===== config.mk =====
export PLATFORM = sky130hd
export DESIGN_NAME = bsg_fifo_yumi_serializer
export DESIGN_NICKNAME = d
export VERILOG_FILES = /design/src/rtl/bsg_fifo_yumi_serializer.sv
export SDC_FILE = /design/constraint.sdc
export NUM_CORES = 1
export LEC_CHECK = 0
export BUFFER_PORTS_ARGS = -buffer_cell sky130_fd_sc_hd__buf_4
export CAP_MARGIN = 0
export CORE_MARGIN = 1
export CORE_UTILIZATION = 40
export CTS_BUF_LIST = sky130_fd_sc_hd__clkbuf_16
export CTS_CLUSTER_SIZE = 12
export DETAILED_ROUTE_END_ITERATION = 12
export PLACE_DENSITY = 0.72
export SLEW_MARGIN = 30
export SYNTH_ARGS = -nofsm -noshare
export SYNTH_HDL_FRONTEND = slang
export SYNTH_SLANG_ARGS = --single-unit
export TNS_END_PERCENT = 5

===== constraint.sdc =====
create_clock -name clk_i -period 2 [get_ports clk_i]
set_input_delay 0.2 -clock clk_i [delete_from_list [all_inputs] [get_ports clk_i]]
set_output_delay 0.2 -clock clk_i [all_outputs]
set_load 0.01 [all_outputs]

===== src/rtl/bsg_fifo_yumi_serializer.sv =====
// Drains whole words from a valid-yumi FIFO and replays them as narrow
// valid-ready chunks, LSB chunk first, with a per-word chunk count.
module bsg_fifo_yumi_serializer
  #(parameter int chunk_width_p = 32
  , parameter int chunks_p      = 16
  , localparam int len_width_lp  = (chunks_p > 1) ? $clog2(chunks_p) : 1
  , localparam int data_width_lp = chunk_width_p * chunks_p
  )
  ( input  logic                     clk_i
  , input  logic                     reset_i
  , input  logic                     v_i
  , input  logic [data_width_lp-1:0] data_i
  , input  logic [len_width_lp-1:0]  len_i
  , output logic                     yumi_o
  , output logic                     v_o
  , output logic [chunk_width_p-1:0] data_o
  , output logic                     last_o
  , input  logic                     ready_i
  );

  typedef enum logic [0:0] {IDLE = 1'b0, SEND = 1'b1} state_e;

  state_e                    state_r;
  state_e                    state_n_s;
  logic [data_width_lp-1:0]  shift_r;
  logic [len_width_lp-1:0]   len_r;
  logic [len_width_lp-1:0]   cnt_r;
  logic                      xfer_s;

  // State register
  always_ff @(posedge clk_i) begin
    if (reset_i) begin
      state_r <= IDLE;
    end else begin
      state_r <= state_n_s;
    end
  end

  // Next-state logic: a last-chunk transfer either reloads or returns to IDLE
  always_comb begin
    state_n_s = state_r;
    case (state_r)
      IDLE: begin
        if (yumi_o) begin
          state_n_s = SEND;
        end else begin
          state_n_s = IDLE;
        end
      end
      SEND: begin
        if (xfer_s && last_o) begin
          state_n_s = yumi_o ? SEND : IDLE;
        end else begin
          state_n_s = SEND;
        end
      end
      default: state_n_s = IDLE;
    endcase
  end

  // Output logic; yumi_o may take the next word in the same cycle the last chunk leaves
  always_comb begin
    v_o    = (state_r == SEND);
    last_o = v_o & (cnt_r == len_r);
    xfer_s = v_o & ready_i;
    data_o = shift_r[chunk_width_p-1:0];
    yumi_o = v_i & ~reset_i & ((state_r == IDLE) | (xfer_s & last_o));
  end

  // Word datapath: load on yumi, shift toward the LSB on each non-last transfer
  always_ff @(posedge clk_i) begin
    if (reset_i) begin
      shift_r <= '0;
      len_r   <= '0;
      cnt_r   <= '0;
    end else if (yumi_o) begin
      shift_r <= data_i;
      len_r   <= len_i;
      cnt_r   <= '0;
    end else if (xfer_s && !last_o) begin
      shift_r <= shift_r >> chunk_width_p;
      len_r   <= len_r;
      cnt_r   <= cnt_r + len_width_lp'(1);
    end else begin
      shift_r <= shift_r;
      len_r   <= len_r;
      cnt_r   <= cnt_r;
    end
  end

endmodule

==> metrics.md <==
| Metric | Value |
|---|---|
| Antenna violations before repair | 21 |
| R2r endpoint | shift_r[158] |
| Tightest Pin Transition | approximately 0.9 ns |
| Clk root buf | clkbuf_16 |
| DR iter-0 viols | around 2800 |
| Core area | between 50000 and 60000 um^2 |
| Sequential element share of the synthesized area | a little under half |
| Outcome | complete, but fails checks |
| CTS H-tree lvls | 2 |
| Distinct cell type count after synthesis | 29 |
| Non-Filler Instances | 4097 |
| Setup slack at placement | -0.385 ns |
| MaxCap Viol Count | 0 |
| Worst reg2reg startpoint | cnt_r[0] |
| Hold path startpoint | ready_i |
| #FFs+latches synth | approximately 520 |
| Via count | roughly 24000 |
| Post-Syn Area per Cell | 9.17 um^2 |
| Residual DRC | 0 |
| Worst vdd rail ir drop | 0.710 mV |
| DR vias/cell | about 6 |
| Crit Path Max Fanout | 3 |
| Critical path required time | approximately 1.8 ns |
| Global-route wire length before repair | between 100000 and 150000 um |
| Hold worst-path end | shift_r[479] |
| Setup crit end kind | output pin |
| RSZ-0062 raised after global routing | yes |
| Die height | around 240 um |
| Hold Path Class | primary input to register |
| CP Launch Type | register |
| Clk_skew | approximately 0.037 ns |
| Clock sinks | approximately 520 |
| Placer congestion estimate | about 0.90 |
| Syn Std Cell Area | roughly 22000 um^2 |
| Synthesized net count | about 2900 |
| Synthesized instance count | 2416 |
| Hold depth | 3 |
| Synth warn | 0 |
| Routed length per instance | 23.1 um |
| Skew-Pair Late Insertion Delay | between 0.6 and 0.7 ns |
| Min Clock Period, post-route | roughly 2.4 ns |
| WP data arrival | around 2.2 ns |
| DR pass1 iterations | 6 |
| Largest net degree at the start of global routing | around 160 |
| Routed Antenna Nets | 0 |
| Leak | between 0.01 and 0.015 uW |
| Pwr per Cell Area | 838 nW/um^2 |
| Share of layout cells above drive strength 1 | 23.1% |
| Final Worst Setup Slack | -0.382 ns |
| Failing checks | setup timing |
| Post-synth top area share | around 47% |
| Starting density of the core | 40.8% |
| Commonest non-fill, non-tap cells in the layout | 604 x buf_4, 516 x dfxtp_1, 516 x dlygate4sd3_1, 511 x a21oi_1, 482 x nor2_1 |
| Slew headroom | 38.6% |
| CTS Buf Count | 55 |
| Die area | ~56000 um^2 |
| Final Max Slew Viols | 0 |
| Final setup vio count | 480 |
| Nets | ~3900 |
| Largest area contributor in the netlist | dfxtp_1 |
| Overall power | between 20000 and 30000 uW |
| Total gr overflow | 0 |
| Reg2reg path depth | 8 |
| I/O Buffers | roughly 550 |
| WL final | 94600 um |
| R2R setup slack | -0.36 ns |
| Hold Vio Cnt, Final | 0 |
| Worst Hold Margin | between 0.06 and 0.07 ns |
| Setup Crit Path Kind | register to output pin |
| Ports | 555 |
| Reg clk slew, reported paths | approximately 0.060 ns |
| Most common cell after layout, fill and taps aside | buf_4 |
| Die width | approximately 240 um |
| Area grow syn2layout | 55.7% |
| Placed cells | 3446 |
| Final HPWL DP | approximately 57000 um |
| Fmax | 420 MHz |
| GRT Total Usage | between 30% and 40% |
| Setup crit start | cnt_r[0] |
| Period utilization | 119% |
| Vias in the first global route | ~25000 |
| Clock buffer depth | 3 |
| Row Count | 85 |
| TritonCTS clock tree | built |
| Synth top area cells | dfxtp_1 47%, o221a_1 23%, a21oi_1 12%, nor2_1 8.2%, clkbuf_1 3.0% |
## cell families after synthesis
group / Yosys count / share of synthesized area, %
DFF: 521 / 47.1
and+or+nand+nor: 565 / 9.70
adders and majority gates: 1 / 0.0565
xor gates and xnor gates: 5 / 0.198
buffers and inverters: 314 / 6.31
muxes: 5 / 0.249
AOI/OAI and AO/OA: 1005 / 36.4
## synth_stat cells, drive strengths merged
master  number
dfxtp      521
a21oi      516
nor2       483
o221a      480
clkbuf     176
buf        133
nand2       71
inv          5
nor2b        5
mux2         4
xor2         4
o21a         3
o21ai        3
or3          2
and2         1
ha           1
mux2i        1
nand2b       1
nand3        1
o211ai       1
o41a         1
o41ai        1
or4          1
xnor2        1
## worst max path at each step
stage	to	cells past startpoint
after floorplan	shift_r[100]	8
after global placement	shift_r[156]	6
after detailed placement	shift_r[156]	6
after CTS	yumi_o	6
after global routing	yumi_o	6
final	yumi_o	6
## layout make-up
class / instances / area (um^2)
timing repair buffer: 1181 / 11000
clock buffer: 55 / 1380
tap: 696 / 871
fill: 3924 / 19800
multi-input combinational: 1581 / 10400
inverter: 5 / 23.8
antenna: 21 / 52.6
sequential: 521 / 10400
clock inverter: 37 / 280
## layer usage
layer | routed length (um) | global-route usage, % | vias up
met5 | 31 | 0 | -
met4 | 5730 | 18.6 | 4
met3 | 7360 | 5.91 | 352
met2 | 45500 | 53.9 | 1506
met1 | 36000 | 37.7 | 11637
li1 | - | - | 10944
## worst max-delay path, stage by stage (launching register included)
cell	delay, ns
dfxtp_2	0.33
xor2_2	0.18
or4_4	0.58
o21a_4	0.24
buf_12	0.13
clkinv_4	0.03
buf_6	0.09
## sequential cells by signal, summed over array words and instances (netlist names)
name,flops
cnt_r,4
len_r,4
shift_r,512
v_o,1
## through the flow
| step | cell area [um^2] | setup TNS, ns | utilization, % |
|---|---|---|---|
| 2_1_floorplan | 22500 | -28.56 | - |
| 3_3_place_gp | 26900 | -30.57 | 49.7 |
| 3_5_place_dp | 26900 | -41.35 | 49.7 |
| 4_1_cts | 34300 | -154.49 | 63.2 |
| 5_1_grt | 34500 | -144.09 | 63.6 |
| 6_report | 34500 | -117.06 | 63.6 |
## what timing repair did
item | CTS | global route
endpoints found under the setup margin | 484 | 487
hold endpoints to repair | 516 | 0
hold buffers | 516 | 0
pin swaps | 3 | 3
cloned | 10 | 4
setup buffers | 8 | 0
gates resized for setup | 34 | 15
## report_power, final
group | switching, uW | internal (uW)
registers | 804 | 11500
clock network | 4380 | 5360
logic | 3420 | 3380
total | 8610 | 20300
Note: power is estimated with default switching activity, not from simulation.
